**config.mk**
```make
export PLATFORM = sky130hd
export DESIGN_NAME = conware_feeder
export DESIGN_NICKNAME = d
export VERILOG_FILES = /design/src/rtl/conware_feeder.sv
export SDC_FILE = /design/constraint.sdc
export NUM_CORES = 1
export LEC_CHECK = 0
export CORE_AREA = 2 2 119 121
export CTS_CLUSTER_SIZE = 28
export DETAILED_ROUTE_END_ITERATION = 12
export DIE_AREA = 0 0 121 123
export PLACE_DENSITY = 0.81
export SYNTH_ARGS = -nofsm -noshare
export SYNTH_HDL_FRONTEND = slang
export SYNTH_SLANG_ARGS = --single-unit
```
**constraint.sdc**
```tcl
create_clock -name clk -period 2.9 [get_ports clk]
set_clock_uncertainty 0.05 [all_clocks]
set_input_delay 0.29 -clock clk [delete_from_list [all_inputs] [get_ports clk]]
set_output_delay 0.29 -clock clk [all_outputs]
set_load 0.03 [all_outputs]
```
**src/rtl/conware_feeder.sv**
```systemverilog
// conware_feeder
// Streams a Game-of-Life board to an external core one pixel per cell, collects
// the core's result frame and folds it back into the board register, repeating
// for a requested number of generations.
//
// Optional build macro: CONWARE_FEEDER_COLOR_CHECK_EN
//   defined   -> a result pixel matching neither colour sets err and is taken as dead
//   undefined -> any non-alive pixel is silently dead
//
// Ports
//   clk, rstn                 clock (rising edge), async active-low reset
//   alive_color, dead_color   pixel encodings used on both streams
//   seed_state, seed_load     initial board, loaded while idle
//   generations, start        run length (sampled at start), run request
//   M_AXIS_*                  outgoing pixel stream (board -> core)
//   S_AXIS_*                  incoming result stream (core -> board)
//   board_state, gen_count    current board, completed generations
//   busy, done, err           not idle, end-of-run pulse, sticky protocol error
module conware_feeder #(
  parameter int DWIDTH = 32,
  parameter int WIDTH  = 4,
  parameter int HEIGHT = 1
) (
  input  logic                      clk,
  input  logic                      rstn,
  input  logic [DWIDTH-1:0]         alive_color,
  input  logic [DWIDTH-1:0]         dead_color,
  input  logic [WIDTH*HEIGHT-1:0]   seed_state,
  input  logic                      seed_load,
  input  logic [15:0]               generations,
  input  logic                      start,
  output logic                      M_AXIS_TVALID,
  input  logic                      M_AXIS_TREADY,
  output logic [DWIDTH-1:0]         M_AXIS_TDATA,
  output logic                      M_AXIS_TLAST,
  input  logic                      S_AXIS_TVALID,
  output logic                      S_AXIS_TREADY,
  input  logic [DWIDTH-1:0]         S_AXIS_TDATA,
  input  logic                      S_AXIS_TLAST,
  output logic [WIDTH*HEIGHT-1:0]   board_state,
  output logic [15:0]               gen_count,
  output logic                      busy,
  output logic                      done,
  output logic                      err
);

  localparam int N  = WIDTH * HEIGHT;
  localparam int CW = (N > 1) ? $clog2(N) : 1;
  localparam logic [CW-1:0] LAST_BEAT = CW'(N - 1);

  localparam logic [1:0] S_IDLE = 2'd0;
  localparam logic [1:0] S_SEND = 2'd1;
  localparam logic [1:0] S_RECV = 2'd2;
  localparam logic [1:0] S_DONE = 2'd3;

  logic [1:0]        state_q, state_d;
  logic [N-1:0]      board_q, board_d;
  logic [N-1:0]      next_q, next_d;
  logic [15:0]       gen_q, gen_d;
  logic [15:0]       lim_q, lim_d;
  logic [CW-1:0]     sbeat_q, sbeat_d;
  logic [CW-1:0]     rbeat_q, rbeat_d;
  logic              err_q, err_d;
  logic              done_q, done_d;
  logic              busy_q, busy_d;
  logic              mvalid_q, mvalid_d;
  logic [DWIDTH-1:0] mdata_q, mdata_d;
  logic              mlast_q, mlast_d;
  logic              sready_q, sready_d;

  logic              m_fire_s, s_fire_s;
  logic              rx_alive_s, rx_last_bad_s, rx_color_bad_s;
  logic [CW-1:0]     sbeat_nxt_s;
  logic [N-1:0]      next_full_s;
  logic [15:0]       gen_inc_s;

  assign m_fire_s      = mvalid_q & M_AXIS_TREADY;
  assign s_fire_s      = sready_q & S_AXIS_TVALID;
  assign rx_alive_s    = (S_AXIS_TDATA == alive_color);
  // TLAST must be high exactly on the final beat of the frame.
  assign rx_last_bad_s = (S_AXIS_TLAST != (rbeat_q == LAST_BEAT));
  assign sbeat_nxt_s   = sbeat_q + {{(CW-1){1'b0}}, 1'b1};
  assign gen_inc_s     = gen_q + 16'd1;

`ifdef CONWARE_FEEDER_COLOR_CHECK_EN
  assign rx_color_bad_s = ~rx_alive_s & (S_AXIS_TDATA != dead_color);
`else
  assign rx_color_bad_s = 1'b0;
`endif

  // Result frame accumulator with the current beat merged in, so the last beat
  // can commit the whole frame in the same cycle.
  always_comb begin
    next_full_s          = next_q;
    next_full_s[rbeat_q] = rx_alive_s;
  end

  // Next-state logic for the run controller and both stream ports.
  always_comb begin
    state_d  = state_q;
    board_d  = board_q;
    next_d   = next_q;
    gen_d    = gen_q;
    lim_d    = lim_q;
    sbeat_d  = sbeat_q;
    rbeat_d  = rbeat_q;
    err_d    = err_q;
    done_d   = 1'b0;
    mvalid_d = mvalid_q;
    mdata_d  = mdata_q;
    mlast_d  = mlast_q;
    sready_d = sready_q;
    case (state_q)
      S_IDLE: begin
        // Seed lands first so a same-cycle start streams the new board.
        if (seed_load) begin
          board_d = seed_state;
        end else begin
          board_d = board_q;
        end
        if (start) begin
          gen_d = 16'd0;
          err_d = 1'b0;
          lim_d = generations;
          if (generations != 16'd0) begin
            state_d  = S_SEND;
            sbeat_d  = {CW{1'b0}};
            mvalid_d = 1'b1;
            mdata_d  = board_d[0] ? alive_color : dead_color;
            mlast_d  = (LAST_BEAT == {CW{1'b0}});
          end else begin
            state_d = S_DONE;
            done_d  = 1'b1;
          end
        end else begin
          state_d = S_IDLE;
        end
      end
      S_SEND: begin
        if (m_fire_s) begin
          if (sbeat_q == LAST_BEAT) begin
            state_d  = S_RECV;
            sbeat_d  = {CW{1'b0}};
            rbeat_d  = {CW{1'b0}};
            mvalid_d = 1'b0;
            mdata_d  = {DWIDTH{1'b0}};
            mlast_d  = 1'b0;
            sready_d = 1'b1;
          end else begin
            sbeat_d = sbeat_nxt_s;
            mdata_d = board_q[sbeat_nxt_s] ? alive_color : dead_color;
            mlast_d = (sbeat_nxt_s == LAST_BEAT);
          end
        end else begin
          state_d = S_SEND;
        end
      end
      S_RECV: begin
        if (s_fire_s) begin
          err_d  = err_q | rx_last_bad_s | rx_color_bad_s;
          next_d = next_full_s;
          // The frame closes on beat count alone, whatever TLAST said.
          if (rbeat_q == LAST_BEAT) begin
            rbeat_d  = {CW{1'b0}};
            board_d  = next_full_s;
            gen_d    = gen_inc_s;
            sready_d = 1'b0;
            if (gen_inc_s == lim_q) begin
              state_d = S_DONE;
              done_d  = 1'b1;
            end else begin
              state_d  = S_SEND;
              sbeat_d  = {CW{1'b0}};
              mvalid_d = 1'b1;
              mdata_d  = next_full_s[0] ? alive_color : dead_color;
              mlast_d  = (LAST_BEAT == {CW{1'b0}});
            end
          end else begin
            rbeat_d = rbeat_q + {{(CW-1){1'b0}}, 1'b1};
          end
        end else begin
          state_d = S_RECV;
        end
      end
      S_DONE: begin
        state_d = S_IDLE;
      end
      default: begin
        state_d  = S_IDLE;
        mvalid_d = 1'b0;
        mdata_d  = {DWIDTH{1'b0}};
        mlast_d  = 1'b0;
        sready_d = 1'b0;
      end
    endcase
    busy_d = (state_d != S_IDLE);
  end

  // State and output registers; reset abandons any frame in flight.
  always_ff @(posedge clk or negedge rstn) begin
    if (!rstn) begin
      state_q  <= S_IDLE;
      board_q  <= {N{1'b0}};
      next_q   <= {N{1'b0}};
      gen_q    <= 16'd0;
      lim_q    <= 16'd0;
      sbeat_q  <= {CW{1'b0}};
      rbeat_q  <= {CW{1'b0}};
      err_q    <= 1'b0;
      done_q   <= 1'b0;
      busy_q   <= 1'b0;
      mvalid_q <= 1'b0;
      mdata_q  <= {DWIDTH{1'b0}};
      mlast_q  <= 1'b0;
      sready_q <= 1'b0;
    end else begin
      state_q  <= state_d;
      board_q  <= board_d;
      next_q   <= next_d;
      gen_q    <= gen_d;
      lim_q    <= lim_d;
      sbeat_q  <= sbeat_d;
      rbeat_q  <= rbeat_d;
      err_q    <= err_d;
      done_q   <= done_d;
      busy_q   <= busy_d;
      mvalid_q <= mvalid_d;
      mdata_q  <= mdata_d;
      mlast_q  <= mlast_d;
      sready_q <= sready_d;
    end
  end

  assign M_AXIS_TVALID = mvalid_q;
  assign M_AXIS_TDATA  = mdata_q;
  assign M_AXIS_TLAST  = mlast_q;
  assign S_AXIS_TREADY = sready_q;
  assign board_state   = board_q;
  assign gen_count     = gen_q;
  assign busy          = busy_q;
  assign done          = done_q;
  assign err           = err_q;

endmodule

```
# [Word level (Yosys, flattened, before mapping)]
# Cells that the tools add are included.
[totals] reg_bits=84 inputBits=123 output_inout_bits=58 wordCells=134
[op_classes] addsub=3 n_lt_le_gt_ge=3 n_eq_ne=17 muxes=76 bitwise=3 reduce_logical=17
[op_table] operator="$mux 32" count=10
[op_table] operator="$pmux 32 s3" count=1
[op_table] operator="$mux 16" count=3
[op_table] operator="$mux 2" count=18
[op_table] operator="$eq 32x32->1" count=1
[op_table] operator="$pmux 16 s2" count=1
[op_table] operator="$mux 1" count=27
[op_table] operator="$add 16x1->16 const B" count=1
[op_table] operator="$eq 16x16->1" count=1
[op_table] operator="$mux 4" count=4
[op_table] operator="$ne 2x2->1 const B" count=8
[op_table] operator="$reduce_bool 16->1" count=1
[op_table] operator="$reduce_and 4->1" count=3
[op_table] operator="$eq 2x2->1 const B" count=5
[op_table] operator="$pmux 2 s4" count=1
[op_table] operator="$pmux 4 s2" count=1
[op_table] operator="$reduce_and 8->1" count=1
[op_table] operator="$reduce_and 7->1" count=1
[op_table] operator="$lt 2x3->1 const B" count=2
[op_table] operator="$pmux 1 s2" count=3
[op_table] operator="$pmux 1 s3" count=2
[op_table] operator="$pmux 2 s3" count=1
[op_table] operator="$reduce_and 3->1" count=2
[op_table] operator="$reduce_bool 2->1" count=3
[op_table] operator="15 further kinds" count=18

# [Longest topological paths before layout]
# Gate-level depths: netlist (run 1).
[logic_depth] ltp_word=10 ltp_mapped=11 ltp_nobuf=9

# [Worst setup path before layout (run 1)]
# Ideal clock, no wire load.
[synth_timing] path_kind="flip-flop to flip-flop" from="register gen_q[0] (netlist: gen_count[0])" to="register mdata_q[0] (netlist: M_AXIS_TDATA[0])" setup_time_ps=125 t_arrival_ps=2886 required_ps=2725 slack_ps=-162 stages_incl_launch_ff=12 n_path_buf=3 period_less_slack_ps=3062 cell_sequence="dfrtp_1 ha_1 and3_1 buf_4 nand3_1 or3_1 a2111oi_2 nand4_1 and2_1 buf_6 buf_8 mux2_4"
[synth_between] elab_chain_cells=4
[synth_lines] item="from (decl)" line_no="59" rtl="logic [15:0] gen_q, gen_d;"
[synth_lines] item="from (signal assigned)" line_no="220" rtl="gen_q <= gen_d;"
[synth_lines] item="$add 16x1->16" line_no="83" rtl="assign gen_inc_s = gen_q + 16'd1;"
[synth_lines] item="$eq 16x16->1" line_no="168" rtl="if (gen_inc_s == lim_q) begin"
[synth_lines] item="$ne 2x2->1 (no source line)"
[synth_lines] item="$reduce_and 7->1 (no source line)"
[synth_lines] item="to (signal assigned)" line_no="213" rtl="mdata_q <= {DWIDTH{1'b0}};"
[synth_lines] item="to (signal assigned)" line_no="228" rtl="mdata_q <= mdata_d;"
[synth_lines] item="to (decl)" line_no="67" rtl="logic [DWIDTH-1:0] mdata_q, mdata_d;"
# No other way between the ends.
# A chain may end at the register's enable or synchronous reset.

# [Worst setup path after layout (run 1)]
[layout_timing] from="register gen_q[1] (netlist: gen_count[1])" to="register mdata_q[5] (netlist: M_AXIS_TDATA[5])"
# Same word-level chain as after synthesis.

==> qor.yml, run 1 <==
outcome:
  outcome: "finished clean"
grt:
  grt_pass1_vias: 4809
  antenna_found_initial: 0
  grt_pass1_wl_um: 25600
  grt_max_degree: 85
  gr-total-overflow: 0
  grtUsageTotal_pct: 22.5
die:
  start_util_pct: 39.3
  die-height_um: 123
  num_io_pins: 181
  die_w_um: 121
  die_area_sq_mm: 0.0149
  fp-row-count: 43
  coreArea_sq_mm: 0.0136
setup_path:
  crit_fanout: 36
  required_ns: 3.08
  cp-start-kind: "flop"
  cpMaxStageDelayCell: "dfrtp_2"
  crit_family: "simple AND/OR/NAND/NOR gates"
  crit_path_frequent_cell: "nand4_1"
  critical_path_class: "flop to flop"
  critPathBufInv: 1
  slowest_delay_ns: 0.43
  critPathCaptureType: "flop"
  critical_path_arrival_ns: 2.93
  crit_chain: "nand4_1 -> nor4_4 -> xnor2_1 -> a2111oi_2 -> nand4_1 -> and2_2 -> buf_12 -> mux2_4"
clocking:
  cts_tree: "built"
  numCtsBuffers: 9
  cts.sinks: 84
  cts_root_buffer: "clkbuf_16"
  path_clk_slew_ns: 0.07
  cts_setup_buffers: 0
  h-tree-depth: 3
  clkLatencyLatePin_ns: 0.35
  cts_buffer_depth: 2
timing:
  hold_ws_ns: 0.413
  slew_headroom_pct: 52.9
  post-route-period-util_pct: 94.7
  tns_ns: 0
  fin_crit_ns: 2.75
  drv_slew: 0
  hold_violations: 0
  fmax_mhz: 364
  worstMarginPinSlew_ns: 0.704
  finalSetupViolCount: 0
routing:
  drt-pass1-iter-count: 5
  drt_iter0_drc: 413
  via_per_inst: 5.24
  wl_um: 16300
  drc: 0
  antenna_left: 0
  vias: 4877
  post_drt_wl_per_cell_um: 17.5
power:
  power_switching_mw: 2.76
  p_seq_share_pct: 27.4
  vdd_drop_max_mv: 0.531
  total_power_mw: 7.03
  p_per_area_mw_per_mm2: 893
  p_int_mw: 4.26
  swShare_pct: 39.3
  comb_power_share_pct: 55.4
  p_clk_share_pct: 17.2
  leakagePower_nw: 3.45
placement:
  port_buffers: 180
  gp_congestion: 0.953
  placed_area_sq_mm: 0.00754
  hpwlAfterDp_um: 12500
finish:
  multi_input_area_sq_mm: 0.00286
  finish.instance_area_sq_mm: 0.00787
  fill_cells: 1143
  fin_nets: 880
  regArea_sq_mm: 0.00210
  syn_to_final_growth_pct: 47.3
  antennaDiodeCount: 0
  drive_above_1_share_pct: 15.8
logic_synthesis:
  synth.top_cell.area_share_pct: 39.3
  yosysWarnings: 0
  synth_edf_count: 0
  synth_area_leaders: "dfrtp_1, xnor2_1, mux2_4"
  ys_ff_latch: 84
  synth_ff_type: "dfrtp_1"
  postSynthAreaPerCell_sq_um: 9.77
  synth_nets: 681
  ys_types: 58
  yosysTopAreaCell: "dfrtp_1"
  synth_cells: 547
  synth_seq_area_share_pct: 39.3
  async_flop_share_pct: 100
  synth_area_sq_mm: 0.00534
flow_run:
  cap_violations: 0
worst_hold_path:
  hold_path_class: "input pin to async pin"
==> worst register-to-register path, stage by stage, from the launching register on <==
cell and delay, ns:
dfrtp_2 0.43, nand4_1 0.28, nor4_4 0.36, xnor2_1 0.17, a2111oi_2 0.37, nand4_1 0.16
and2_2 0.22, buf_12 0.18, mux2_4 0.40
==> synthesized netlist by cell type, types with 13 or more instances <==
cell type	instances
nand3_1	14
a21oi_1	13
clkbuf_1	15
o22ai_1	32
mux2_4	27
o21ai_0	25
dfrtp_1	84
inv_1	74
nand4_1	18
xnor2_1	47
mux2_2	24
nand2_1	35
nor2_1	20
==> final timing paths <==
check,startpoint,endpoint,slack (ns),depth (start not counted)
setup reg to reg,gen_count[1],M_AXIS_TDATA[5],0.15,8
max in group asynchronous,rstn,gen_count[1],1.92,3
setup / recovery,gen_count[1],M_AXIS_TDATA[5],0.15,8
hold reg to reg,M_AXIS_TDATA[21],M_AXIS_TDATA[21],0.43,1
hold / removal,rstn,M_AXIS_TDATA[19],0.41,3
min in group clk,M_AXIS_TDATA[21],M_AXIS_TDATA[21],0.43,1
==> cell type report <==
cell class / instances / share of cell area, %
multi-input cells: 363 / 36.3
flip-flops and latches: 84 / 26.7
repair buffers: 214 / 26.6
inverters: 74 / 3.53
clock buffers: 10 / 3.04
well taps: 180 / 2.86
clock inverters: 6 / 0.890
==> flip-flops by register name, indices dropped and copies added (netlist names), 2 cells and up <==
register and count:
M_AXIS_TDATA 32, board_state 4, gen_count 16, lim_q 16, next_q 4, rbeat_q 2
sbeat_q 2, state_q 2
==> power groups by stage <==
stage	Clock (mW)	Sequential, mW	Combinational [mW]
2_1_floorplan	0	2.41	2.05
3_3_place_gp	0	1.92	3.79
3_5_place_dp	0	1.94	3.89
4_1_cts	1.23	1.92	3.90
5_1_grt	1.29	1.98	4.16
6_report	1.21	1.92	3.89
==> logic make-up after synthesis <==
logic type      Yosys count  share of synthesized area (%)
mux                      62                           15.1
buf+inv                 100                           7.98
flops                    84                           39.3
xor+xnor                 55                           9.01
compound gates          111                           13.8
simple gates            124                           12.2
fa+ha+maj                11                           2.58
==> what timing repair did <==
action,in CTS,in global routing
hold endpoints to repair,84,0
resized for setup,0,3
hold buffers,1,0
setup endpoints to repair,0,34
==> layer usage <==
| layer | track usage [%] | up-vias | share of wire [%] |
|---|---|---|---|
| li1 | - | 2314 | - |
| met1 | 29.3 | 2323 | 43 |
| met2 | 36.0 | 201 | 46 |
| met3 | 4.34 | 39 | 6.7 |
| met4 | 10.6 | 0 | 3.4 |
| met5 | 0 | - | 0 |
==> cells in the final DEF (no fill, tap or decap), drive strengths merged, types with 3 or more instances in the layout <==
cell	n
xor2	8
nor3	3
and2	4
ha	11
dfrtp	84
mux2i	4
nand2	35
nand4	19
o22ai	32
nor2	20
nand3	14
a22oi	3
clkdlybuf4s50	179
nor4	9
o31ai	6
clkbuf	10
mux2	57
inv	76
o21ai	26
nand2b	4
and4	3
xnor2	47
buf	34
a21oi	13
or2	3
a22o	8
==> through the flow <==
stage / util, % / setup WS, ns / instances
finish: 57.8 / 0.154 / 931
global route: 57.8 / -0.0379 / 931
CTS: 57.7 / 0.0470 / 931
detailed placement: 55.4 / 0.0733 / 914
global placement: 55.4 / 0.149 / 914
floorplan: - / 0.0354 / 547
(Power assumes the default switching activity.)
==> run 2, diff against run 1 <==
==> config.mk (replaced) <==
export PLATFORM = sky130hd
export DESIGN_NAME = conware_feeder
export DESIGN_NICKNAME = d
export VERILOG_FILES = /design/src/rtl/conware_feeder.sv
export SDC_FILE = /design/constraint.sdc
export NUM_CORES = 1
export LEC_CHECK = 0
export CORE_AREA = 2 2 116 118
export CTS_CLUSTER_SIZE = 28
export DETAILED_ROUTE_END_ITERATION = 12
export DIE_AREA = 0 0 118 120
export GPL_TIMING_DRIVEN = 0
export PLACE_DENSITY = 0.84
export SYNTH_ARGS = -nofsm -noshare
export SYNTH_HDL_FRONTEND = slang
export SYNTH_SLANG_ARGS = --single-unit
==> qor.yml, run 2 (synthesis results as in run 1) <==
die:
  coreArea_sq_mm: 0.0130  # was 0.0136 sq mm
  start_util_pct: 41.2  # was 39.3%
  die-height_um: 120  # was 123 um
  num_io_pins: 181  # unchanged
  die_area_sq_mm: 0.0142  # was 0.0149 sq mm
  die_w_um: 118  # was 121 um
  fp-row-count: 42  # was 43
finish:
  final_util_pct: 61.0  # was 57.8%
  drive_above_1_share_pct: 15.5  # was 15.8%
  finish.instance_area_sq_mm: 0.00792  # was 0.00787 sq mm
  layout_commonest_cell: "clkdlybuf4s50_1"  # unchanged
  antennaDiodeCount: 0  # unchanged
  largest_reg_flops: 32  # unchanged
  fill_cells: 1047  # was 1143
  syn_to_final_growth_pct: 48.3  # was 47.3%
  final_cell_mix: "clkdlybuf4s50_1, dfrtp_1, inv_1"  # unchanged
  fin_nets: 879  # was 880
setup_path:
  reg2regPathDepth: 10  # was 8
  critical_path_class: "flop to flop"  # unchanged
  startpoint: "gen_count[0]"  # was gen_count[1]
  crit_family: "simple AND/OR/NAND/NOR gates"  # unchanged
  cpMaxStageDelayCell: "dfrtp_2"  # unchanged
  required_ns: 3.08  # about the same
  crit_fanout: 10  # was 36
  reg2reg_slack_ns: 0.09  # was 0.15 ns
  crit_path_frequent_cell: "buf_6"  # was nand4_1
  critPathCaptureType: "flop"  # unchanged
  cp-start-kind: "flop"  # unchanged
  crit_end: "M_AXIS_TDATA[20]"  # was M_AXIS_TDATA[5]
  r2r-start: "gen_count[0]"  # was gen_count[1]
  worst-path-stages: 10  # was 8
  slowest_delay_ns: 0.43  # about the same
  r2r_end: "M_AXIS_TDATA[20]"  # was M_AXIS_TDATA[5]
  critPathBufInv: 3  # was 1
  critical_path_arrival_ns: 2.99  # was 2.93 ns
  crit_chain: "buf_4 -> and4_1 -> a211o_1 -> o211a_1 -> nor4_1 -> nand4_1 -> and2_1 -> buf_6 -> buf_6 -> mux2_4"  # was nand4_1 -> nor4_4 -> xnor2_1 -> a2111oi_2 -> nand4_1 -> and2_2 -> buf_12 -> mux2_4
timing:
  drv_slew: 0  # unchanged
  fmax_mhz: 356  # was 364 MHz
  hold_violations: 0  # unchanged
  slew_headroom_pct: 59.0  # was 52.9%
  fin_crit_ns: 2.81  # was 2.75 ns
  worstMarginPinSlew_ns: 0.613  # was 0.704 ns
  hold_ws_ns: 0.418  # was 0.413 ns
  post-route-period-util_pct: 96.9  # was 94.7%
  finalSetupViolCount: 0  # unchanged
placement:
  port_buffers: 180  # unchanged
  placed_area_sq_mm: 0.00741  # was 0.00754 sq mm
  hpwlAfterDp_um: 12400  # was 12500 um
  gp_congestion: 0.937  # was 0.953
routing:
  drt-pass1-iter-count: 5  # unchanged
  drc: 0  # unchanged
  post_drt_wl_per_cell_um: 17.5  # about the same
  via_per_inst: 5.27  # was 5.24
  dr_wl_met2_um: 7640  # was 7560 um
  dr_wl_met3_um: 875  # was 1100 um
  drt_iter0_drc: 417  # was 413
  antenna_left: 0  # unchanged
  maxUsedRoutingLayer: "met4"  # unchanged
  vias: 4879  # was 4877
  wl_um: 16200  # was 16300 um
  wl_met1_um: 7210  # was 7090 um
grt:
  gr-total-overflow: 0  # unchanged
  grt_pass1_vias: 4856  # was 4809
  grtUsageTotal_pct: 23.5  # was 22.5%
  antenna_found_initial: 0  # unchanged
  grt_pass1_wl_um: 26000  # was 25600 um
  grt_max_degree: 47  # was 85
power:
  p_seq_share_pct: 26.5  # was 27.4%
  power_switching_mw: 2.79  # was 2.76 mW
  leakagePower_nw: 3.44  # was 3.45 nW
  vdd_drop_max_mv: 0.538  # was 0.531 mV
  p_int_mw: 4.46  # was 4.26 mW
  p_per_area_mw_per_mm2: 915  # was 893 mW/mm^2
  swShare_pct: 38.5  # was 39.3%
  p_clk_share_pct: 18.8  # was 17.2%
  total_power_mw: 7.25  # was 7.03 mW
  comb_power_share_pct: 54.8  # was 55.4%
clocking:
  path_clk_slew_ns: 0.06  # was 0.07 ns
  cts_root_buffer: "clkbuf_16"  # unchanged
  clkLatencyLatePin_ns: 0.34  # was 0.35 ns
  h-tree-depth: 3  # unchanged
  cts_buffer_depth: 2  # unchanged
  cts_tree: "built"  # unchanged
  numCtsBuffers: 9  # unchanged
  cts.sinks: 84  # unchanged
outcome:
  outcome: "finished clean"  # unchanged
flow_run:
  cap_violations: 0  # unchanged
worst_hold_path:
  hold_path_class: "input pin to async pin"  # unchanged
[run 2: layout make-up]
class	count	area, sq um	share of cell area, %
inverter	74	278	3.51
clock buffer	12	256	3.24
buffer	24	159	2.01
clock inverter	4	95.1	1.20
sequential	84	2110	26.6
tap	176	220	2.78
timing repair buffer	189	1890	23.8
multi-input combinational	363	2920	36.8
[run 2: power groups by stage]
stage	Clock (mW)	Combinational, mW	Sequential (mW)
final	1.36	3.97	1.92
after global routing	1.44	4.22	1.97
after CTS	1.39	3.90	1.91
after detailed placement	0	3.83	1.93
after global placement	0	3.79	1.90
after floorplan	0	2.05	2.41
[run 2: per-layer routing]
metal	up-vias	global-route usage, %
met1	2321	30.7
met4	0	10.2
met2	194	38.3
li1	2325	-
met5	-	0
met3	39	4.13
[run 2: what timing repair did]
action                                  CTS  global route
endpoints found under the setup margin   34            34
resized for setup                        10            18
hold endpoints to repair                 38             0
hold buffers                              1             0
pin swaps                                 1             7
buffers inserted                          3             4
[run 2: worst min path at each step]
stage / start / endpoint / slack (ns) / depth (start not counted)
after floorplan: rstn / M_AXIS_TDATA[0] / -0.06 / 0
after global placement: M_AXIS_TDATA[23] / M_AXIS_TDATA[23] / 0.42 / 1
after detailed placement: rstn / M_AXIS_TDATA[26] / 0.25 / 1
after CTS: rstn / M_AXIS_TDATA[26] / 0.42 / 2
after global routing: M_AXIS_TDATA[23] / M_AXIS_TDATA[23] / 0.46 / 1
final: rstn / M_AXIS_TDATA[26] / 0.42 / 2
[run 2: worst reg2reg max path: cells and delay by family (launching register included)]
family | cells | cell delay, ns
AO/OA/AOI/OAI | 2 | 0.44
AND/OR/NAND/NOR | 4 | 0.97
flip-flops | 1 | 0.43
buffers and inverters | 3 | 0.49
multiplexers | 1 | 0.31
[run 2: through the flow]
step / instances / worst slack [ns] / TNS, ns
after global placement: 903 / -1.94 / -153.46
after floorplan: 547 / 0.0354 / 0
after detailed placement: 904 / -0.616 / -17.16
final: 926 / 0.0896 / 0
after CTS: 924 / 0.00859 / 0
after global routing: 926 / -0.00997 / -0.0484
==> run 3, diff against run 2 <==
--- a/config.mk
+++ b/config.mk
@@ -10,6 +10,7 @@
 export DETAILED_ROUTE_END_ITERATION = 12
 export DIE_AREA = 0 0 118 120
 export GPL_TIMING_DRIVEN = 0
+export HOLD_SLACK_MARGIN = 0.12
 export PLACE_DENSITY = 0.84
 export SYNTH_ARGS = -nofsm -noshare
 export SYNTH_HDL_FRONTEND = slang
==> results of run 3 <==
Final layout, timing and power as in run 2 (identical DEF).
